File: src/rtl/reindeer_uart_tx_sched.sv
// Shares the UART TX serializer between a 2^FIFO_AW-entry core store FIFO and the debugger byte channel.
// Start pulse 2 cycles after a push into an empty FIFO; paced by tx_active. Optional debugger port: UART_TX_DBG_EN.
module reindeer_uart_tx_sched #(
  parameter int FIFO_AW       = 2,
  parameter int START_TIMEOUT = 16
) (
  input  logic               clk,
  input  logic               reset_n,
  input  logic               sync_reset,
  input  logic               core_start_TX,
  input  logic [7:0]         core_tx_data,
  output logic               core_fifo_full,
  output logic [FIFO_AW:0]   core_fifo_count,
  input  logic               dbg_req,
  input  logic [7:0]         dbg_data,
  output logic               dbg_ack,
  output logic               uart_start_TX,
  output logic [7:0]         uart_tx_data,
  input  logic               uart_tx_active,
  output logic               busy,
  output logic               overflow_err,
  output logic               timeout_err
);
  localparam int DEPTH = 1 << FIFO_AW;
  localparam int TW    = $clog2(START_TIMEOUT + 1);
  localparam logic [FIFO_AW:0]   FULL_CNT = {1'b1, {FIFO_AW{1'b0}}};
  localparam logic [FIFO_AW:0]   CNT_ONE  = (FIFO_AW + 1)'(1);
  localparam logic [FIFO_AW-1:0] PTR_ONE  = FIFO_AW'(1);
  localparam logic [TW-1:0]      TMO_ONE  = TW'(1);
  localparam logic [TW-1:0]      TMO_LAST = TW'(START_TIMEOUT - 1);

  typedef enum logic [1:0] {IDLE, START, WAIT_ACT, WAIT_DONE} state_t;

  state_t             state;
  logic [7:0]         fifo_mem [DEPTH];
  logic [FIFO_AW-1:0] wr_ptr;
  logic [FIFO_AW-1:0] rd_ptr;
  logic [FIFO_AW:0]   count;
  logic [TW-1:0]      tmo_cnt;
  logic               fifo_empty;
  logic               dbg_take;
  logic               pop;
  logic               push;

  assign fifo_empty      = (count == '0);
  assign core_fifo_full  = (count == FULL_CNT);
  assign core_fifo_count = count;
  assign busy            = (state != IDLE) || !fifo_empty;

`ifdef UART_TX_DBG_EN
  assign dbg_take = (state == IDLE) && dbg_req && !uart_tx_active;
`else
  logic dbg_unused;
  assign dbg_unused = ^{dbg_req, dbg_data};
  assign dbg_take   = 1'b0;
  assign dbg_ack    = 1'b0;
`endif

  // A full FIFO still takes a push when the head leaves in the same cycle.
  assign pop  = (state == IDLE) && !uart_tx_active && !fifo_empty && !dbg_take;
  assign push = core_start_TX && (!core_fifo_full || pop);

  always_ff @(posedge clk) begin
    if (push) fifo_mem[wr_ptr] <= core_tx_data;
  end

  always_ff @(posedge clk or negedge reset_n) begin
    if (!reset_n) begin
      wr_ptr       <= '0;
      rd_ptr       <= '0;
      count        <= '0;
      overflow_err <= 1'b0;
    end else if (sync_reset) begin
      wr_ptr       <= '0;
      rd_ptr       <= '0;
      count        <= '0;
      overflow_err <= 1'b0;
    end else begin
      if (push) wr_ptr <= wr_ptr + PTR_ONE;
      if (pop)  rd_ptr <= rd_ptr + PTR_ONE;
      if (push && !pop)      count <= count + CNT_ONE;
      else if (pop && !push) count <= count - CNT_ONE;
      if (core_start_TX && !push) overflow_err <= 1'b1;
    end
  end

  always_ff @(posedge clk or negedge reset_n) begin
    if (!reset_n) begin
      state         <= IDLE;
      uart_start_TX <= 1'b0;
      uart_tx_data  <= 8'h00;
      tmo_cnt       <= '0;
      timeout_err   <= 1'b0;
`ifdef UART_TX_DBG_EN
      dbg_ack       <= 1'b0;
`endif
    end else if (sync_reset) begin
      state         <= IDLE;
      uart_start_TX <= 1'b0;
      uart_tx_data  <= 8'h00;
      tmo_cnt       <= '0;
      timeout_err   <= 1'b0;
`ifdef UART_TX_DBG_EN
      dbg_ack       <= 1'b0;
`endif
    end else begin
      uart_start_TX <= 1'b0;
`ifdef UART_TX_DBG_EN
      dbg_ack       <= 1'b0;
`endif
      case (state)
        IDLE: begin
`ifdef UART_TX_DBG_EN
          if (dbg_take) begin
            uart_tx_data  <= dbg_data;
            uart_start_TX <= 1'b1;
            dbg_ack       <= 1'b1;
            state         <= START;
          end else
`endif
          if (pop) begin
            uart_tx_data  <= fifo_mem[rd_ptr];
            uart_start_TX <= 1'b1;
            state         <= START;
          end
        end
        START: begin
          tmo_cnt <= '0;
          state   <= WAIT_ACT;
        end
        WAIT_ACT: begin
          // A byte that never gets the serializer going is dropped, not retried.
          if (uart_tx_active) begin
            state <= WAIT_DONE;
          end else if (tmo_cnt + TMO_ONE == TMO_LAST) begin
            timeout_err <= 1'b1;
            state       <= IDLE;
          end else begin
            tmo_cnt <= tmo_cnt + TMO_ONE;
          end
        end
        WAIT_DONE: begin
          if (!uart_tx_active) state <= IDLE;
        end
        default: state <= IDLE;
      endcase
    end
  end

endmodule
File: config.mk
export PLATFORM = sky130hd
export DESIGN_NAME = reindeer_uart_tx_sched
export DESIGN_NICKNAME = d
export VERILOG_FILES = /design/src/rtl/reindeer_uart_tx_sched.sv
export SDC_FILE = /design/constraint.sdc
export NUM_CORES = 1
export LEC_CHECK = 0
export ABC_AREA = 0
export CORE_AREA = 8 8 102 104
export CTS_BUF_LIST = sky130_fd_sc_hd__clkbuf_16
export CTS_CLUSTER_SIZE = 20
export DETAILED_ROUTE_END_ITERATION = 7
export DIE_AREA = 0 0 110 112
export HOLD_SLACK_MARGIN = 0.02
export MAX_ROUTING_LAYER = met4
export SLEW_MARGIN = 25
export SYNTH_ARGS = -nofsm -noshare
export SYNTH_HDL_FRONTEND = slang
export SYNTH_SLANG_ARGS = --single-unit
export TNS_END_PERCENT = 10
File: constraint.sdc
create_clock -name clk -period 2.6 [get_ports clk]
set_input_delay 0.52 -clock clk [delete_from_list [all_inputs] [get_ports clk]]
set_output_delay 0.52 -clock clk [all_outputs]
set_load 0.01 [all_outputs]
* After elaboration in Yosys (flattened, before gate mapping)
Memory sizes are Yosys's and may differ from the RTL's.
Cells that the tools add are included.
** Word-level totals
- Memories kept :: 1
- Register bits :: 25
- Bits of input ports :: 22
- RAM bits :: 32
- Logic and storage cells :: 85
** Memory list
- fifo_mem :: depth 4, bits a word 8, rd ports 1, clocked after Yosys merged registers in 0, write ports 1, line 35 : logic [7:0] fifo_mem [DEPTH];
** Cells by class
- Reduce and logical (&&, ||, !) cells :: 28
- Equality and inequality tests :: 11
- $add $sub $neg :: 5
- Mux-type cells :: 31
** Operators with widths (count)
- $mux W8 :: 3
- $mux W2 :: 9
- $mux W5 :: 3
- $reduce_bool A2 Y1 :: 7
- $ne A3 B3 Y1 const B :: 4
- $mux W1 :: 11
- $pmux W5 S2 :: 1
- $mux W3 :: 3
- $reduce_and A3 Y1 :: 3
- $pmux W2 S4 :: 1
- $logic_and A1 B1 Y1 :: 6
- $reduce_bool A3 Y1 :: 2
- $add A5 B1 Y5 const B :: 1
- $eq A5 B4 Y1 const B :: 1
- $logic_not A1 Y1 :: 5
- $add A2 B1 Y2 const B :: 2
- $eq A2 B2 Y1 const B :: 2
- $ne A4 B4 Y1 const B :: 1
- $add A3 B1 Y3 const B :: 1
- $eq A3 B3 Y1 const B :: 1
- $logic_not A3 Y1 :: 1
- $sub A3 B1 Y3 const B :: 1
- $eq A2 B1 Y1 const B :: 1
- $logic_not A2 Y1 :: 1
- 3 further kinds :: 4

* Depth between registers and ports, before layout
- Depth after elaboration :: 10
- Mapped depth :: 7
- Gate-level depth less buffers :: 7

* Worst setup path after synthesis
Ideal clock, no wire load.
- Kind :: input to register
- From :: in uart_tx_active
- To :: reg count[2], in the netlist core_fifo_count[2]
- Arrival time :: 1.983 ns
- Stages :: 7
- Setup slack :: 0.480 ns
- Data required time :: 2.464 ns
- Cells stage by stage :: or3_4 o211a_1 fa_1 nor2b_1 nand2_1 a32oi_1 a21oi_1
** On the way
- Longest elaborated chain between the ends :: 8
- Elaborated cells on any way between the ends :: 12
- Those cells by class :: mux (2); reduce/logical (10)
** Ends and longest elaborated chain
- start: declaration :: line 19 : input logic uart_tx_active,
- $logic_not A1 Y1 *
- $logic_and A1 B1 Y1 * (2 in a row) :: line 60 : assign pop = (state == IDLE) && !uart_tx_active && !fifo_empty && !dbg_take;
- $logic_or A1 B1 Y1 :: line 61 : assign push = core_start_TX && (!core_fifo_full || pop);
- $logic_and A1 B1 Y1 :: line 61
- $logic_and A1 B1 Y1 / $logic_not A1 Y1 (equally long branches) :: line 81, 82
- $mux W3 / $logic_and A1 B1 Y1 (equally long branches) :: line 81, 82
- $mux W3 / $reduce_bool A3 Y1 (equally long branches)
- end signal: assignment :: line 81 : if (push && !pop) count <= count + CNT_ONE;
- end signal: assignment :: line 82 : else if (pop && !push) count <= count - CNT_ONE;
- end: declaration :: line 38 : logic [FIFO_AW:0] count;
Mark *: on every way between the ends. The rest lies on a longest branch, timed or not.
A chain may end at the register's enable or synchronous reset.

* Worst setup path in the final report
- From :: reg count[1], in the netlist core_fifo_count[1]
- To :: out core_fifo_full
** On the way
- Longest elaborated chain between the ends :: 1
** Ends and longest elaborated chain
- $eq A3 B3 Y1 :: line 46 : assign core_fifo_full = (count == FULL_CNT);
- end: declaration :: line 12 : output logic core_fifo_full,
Every way passes these cells.

==> results by group <==
Layout
  • Reg area: 1587 sq um
  • Fraction of layout instances using a drive strength above 1: 20.50%
  • Diodes inserted: 0
  • Layout fillers: 823
  • Nets@finish: 263
  • Layout area overhead: 31.39%
  • Footprint of the multi-input gates: 919.6 sq um

GRT
  • Initial antenna violation count: 0
  • Vias in the first global route: 1,706
  • GRT Total Usage: 9.692%
  • Global-route wire length before repair: 8.887 mm
  • Overflow after GRT: 0
  • Largest net degree at the start of global routing: 26

Synth
  • Mean post-synth cell area: 13.50 sq um
  • Post-synthesis cell count: 192
  • Count of cell types in the netlist: 46
  • Flops & latches, synth: 57
  • Synth Warn #: 0
  • Sequential cell area fraction in the yosys report: 61.23%
  • Post-synth EDFFs: 32
  • Largest cells by area after synthesis: edfxtp_1 37%, dfrtp_1 24%, mux4_2 7.0%
  • Mapped cell area: 2591 sq um
  • Asr flop ratio synth: 43.86%
  • Synth Flop Type: edfxtp_1
  • Yosys top cell area share: 37.08%
  • Post-synth top area cell: edfxtp_1
  • Top-count cell post-synth: edfxtp_1
  • Syn Nets: 221
  • Synth top cells by count: 32 x edfxtp_1, 25 x dfrtp_1, 23 x nand2_1, 13 x a21oi_1, 13 x nor2_1

CTS
  • Clock Tree Buf Depth: 2
  • Clock root cell: clkbuf_16
  • Clock Latency Late Sink: 330 ps
  • CTS buffer count: 9
  • H-tree levels: 3
  • TritonCTS clock tree: built
  • Clock Sinks: 57
  • # hold bufs at CTS: 0
  • Cts repair resizes: 0
  • CTS clk-pin slew, worst paths: 50 ps
  • Post-CTS Setup Bufs: 0

STA
  • Worst-margin pin slew: 587.3 ps
  • Clock Skews: 6.922 ps
  • Final Max Tran Viols: 0
  • Final worst path period share: 93.76%
  • Final min period: 2438 ps
  • Final setup vio count: 0
  • Final setup margin: 162.3 ps
  • Setup TNS: 0 ps
  • RSZ-0062 raised after global routing: no
  • Relative slew margins: 60.84%
  • Final hold violations: 0
  • FMAX: 0.4102 GHz

Route
  • Initial DRC count: 52
  • ANT nets after route: 0
  • WL/cell: 15.01 um
  • First-pass detailed-route iteration total: 4
  • Routed WL: 5.253 mm
  • DR vias/cell: 4.643
  • Total vias in the final route: 1,625
  • Post-route DRC violation count: 0

Worst setup path
  • CP Max Fanout: 6
  • Critical path arrival: 1920 ps
  • Setup CP Type: reg2out
  • Critical Path Source Type: register
  • Critical Path RT: 2080 ps
  • Type of destination of the critical path: output pin

Die
  • Die area: 12,320 sq um
  • Die height: 112 um
  • Core outline area: 8890 sq um
  • Initial core utilization: 29.15%
  • I/O pin count: 39
  • Site Rows: 35
  • Die width: 110 um

Pwr
  • Peak VDD IR: 509.1 uV
  • Power density over the cells: 958.1 nW/um^2
  • Sequential group share of total power: 37.0%
  • Sw frac: 29.24%
  • Clock network fraction of design power: 36.1%
  • Comb power frac: 26.8%
  • LEAKAGE: 1.262 nW
  • Pwr Total: 3.262 mW
  • NetSw: 0.9537 mW
  • Internal Power: 2.308 mW

Placed design
  • Placer congestion estimate: 0.7465
  • # port buffers: 28
  • Final HPWL DP: 3.647 mm
  • Place WS: -50.52 ps

Min path
  • Worst Hold Class: reg2reg

Outcome
  • Run status: finished, final reports clean

Job
  • Max_cap viols: 0
==> sequential cells by signal, summed over array words and instances, names as in the netlist, 2 cells and up <==
name / cells
uart_tx_data: 8
fifo_mem: 32
wr_ptr: 2
state: 2
tmo_cnt: 5
rd_ptr: 2
core_fifo_count: 3
==> power groups by stage <==
| stage | clock (mW) | sequential, mW | combinational (mW) |
|---|---|---|---|
| floorplan | 0 | 1.21 | 0.500 |
| global placement | 0 | 1.22 | 0.884 |
| detailed placement | 0 | 1.23 | 0.892 |
| CTS | 1.21 | 1.21 | 0.895 |
| global route | 1.24 | 1.23 | 0.967 |
| finish | 1.18 | 1.21 | 0.875 |
==> cell type report <==
| class | instances | area share (%) |
|---|---|---|
| multi-input combinational | 118 | 27.01 |
| inverter | 7 | 0.7718 |
| sequential | 57 | 46.60 |
| tap | 111 | 4.079 |
| timing repair buffer | 41 | 12.57 |
| clock buffer | 9 | 6.615 |
| clock inverter | 7 | 2.352 |
==> through the flow <==
stage	hold slack [ps]	util [%]	area, sq um	instances
after global routing	523.7	38.30	3405	350
after detailed placement	492.0	34.86	3099	334
final	498.1	38.30	3405	350
after CTS	505.0	38.30	3405	350
after floorplan	224.4	-	2591	192
after global placement	487.0	34.86	3099	334
==> kinds of logic after synthesis <==
| logic type | Yosys count | synth area share, % |
|---|---|---|
| mux | 9 | 7.339 |
| compound gates | 31 | 8.933 |
| simple gates | 63 | 13.04 |
| fa+ha+maj | 7 | 3.670 |
| other cells | 1 | 0.1447 |
| flops | 57 | 61.23 |
| xor+xnor | 7 | 2.366 |
| buf+inv | 17 | 3.283 |
==> worst max-delay path: stages, from the launching register on <==
cell             delay (ps)
dfrtp_1                 430
or3b_2                  540
inv_1                    90
clkdlybuf4s50_1         540
==> per-layer routing <==
layer / global-route usage [%] / wire [um] / vias to the layer above
li1: - / - / 782
met1: 10.89 / 2198 / 803
met2: 15.59 / 2772 / 29
met3: 3.004 / 206 / 11
met4: 3.784 / 75 / 0
met5: - / 0 / -
==> layout by cell type, fill, tap and decap left out, types with 2 or more instances in the layout <==
cell / instances
clkinv_4: 3
nor3_1: 4
a21oi_1: 13
nand2_1: 23
o32ai_1: 2
o21bai_1: 2
buf_4: 9
ha_1: 6
nand4b_1: 2
o21ba_2: 2
nor2_1: 13
a31oi_1: 2
mux4_2: 8
or4_1: 2
buf_12: 4
clkdlybuf4s50_1: 28
o211ai_1: 2
nand2b_1: 4
clkbuf_16: 9
edfxtp_1: 32
xnor2_1: 4
and2_1: 4
nor2b_1: 2
inv_1: 7
dfrtp_1: 25
xor2_1: 3
==> path summary, 6_finish.rpt <==
check	startpoint	endpoint	slack, ps	cells after the start
setup reg to reg	core_fifo_count[1]	core_fifo_count[2]	400	7
max in group asynchronous	reset_n	tmo_cnt[4]	1770	2
hold reg to reg	timeout_err	timeout_err	500	2
setup / recovery	core_fifo_count[1]	core_fifo_full	160	3
min in group asynchronous	reset_n	core_fifo_count[1]	570	2
hold / removal	timeout_err	timeout_err	500	2
Note: power is estimated with default switching activity, not from simulation.
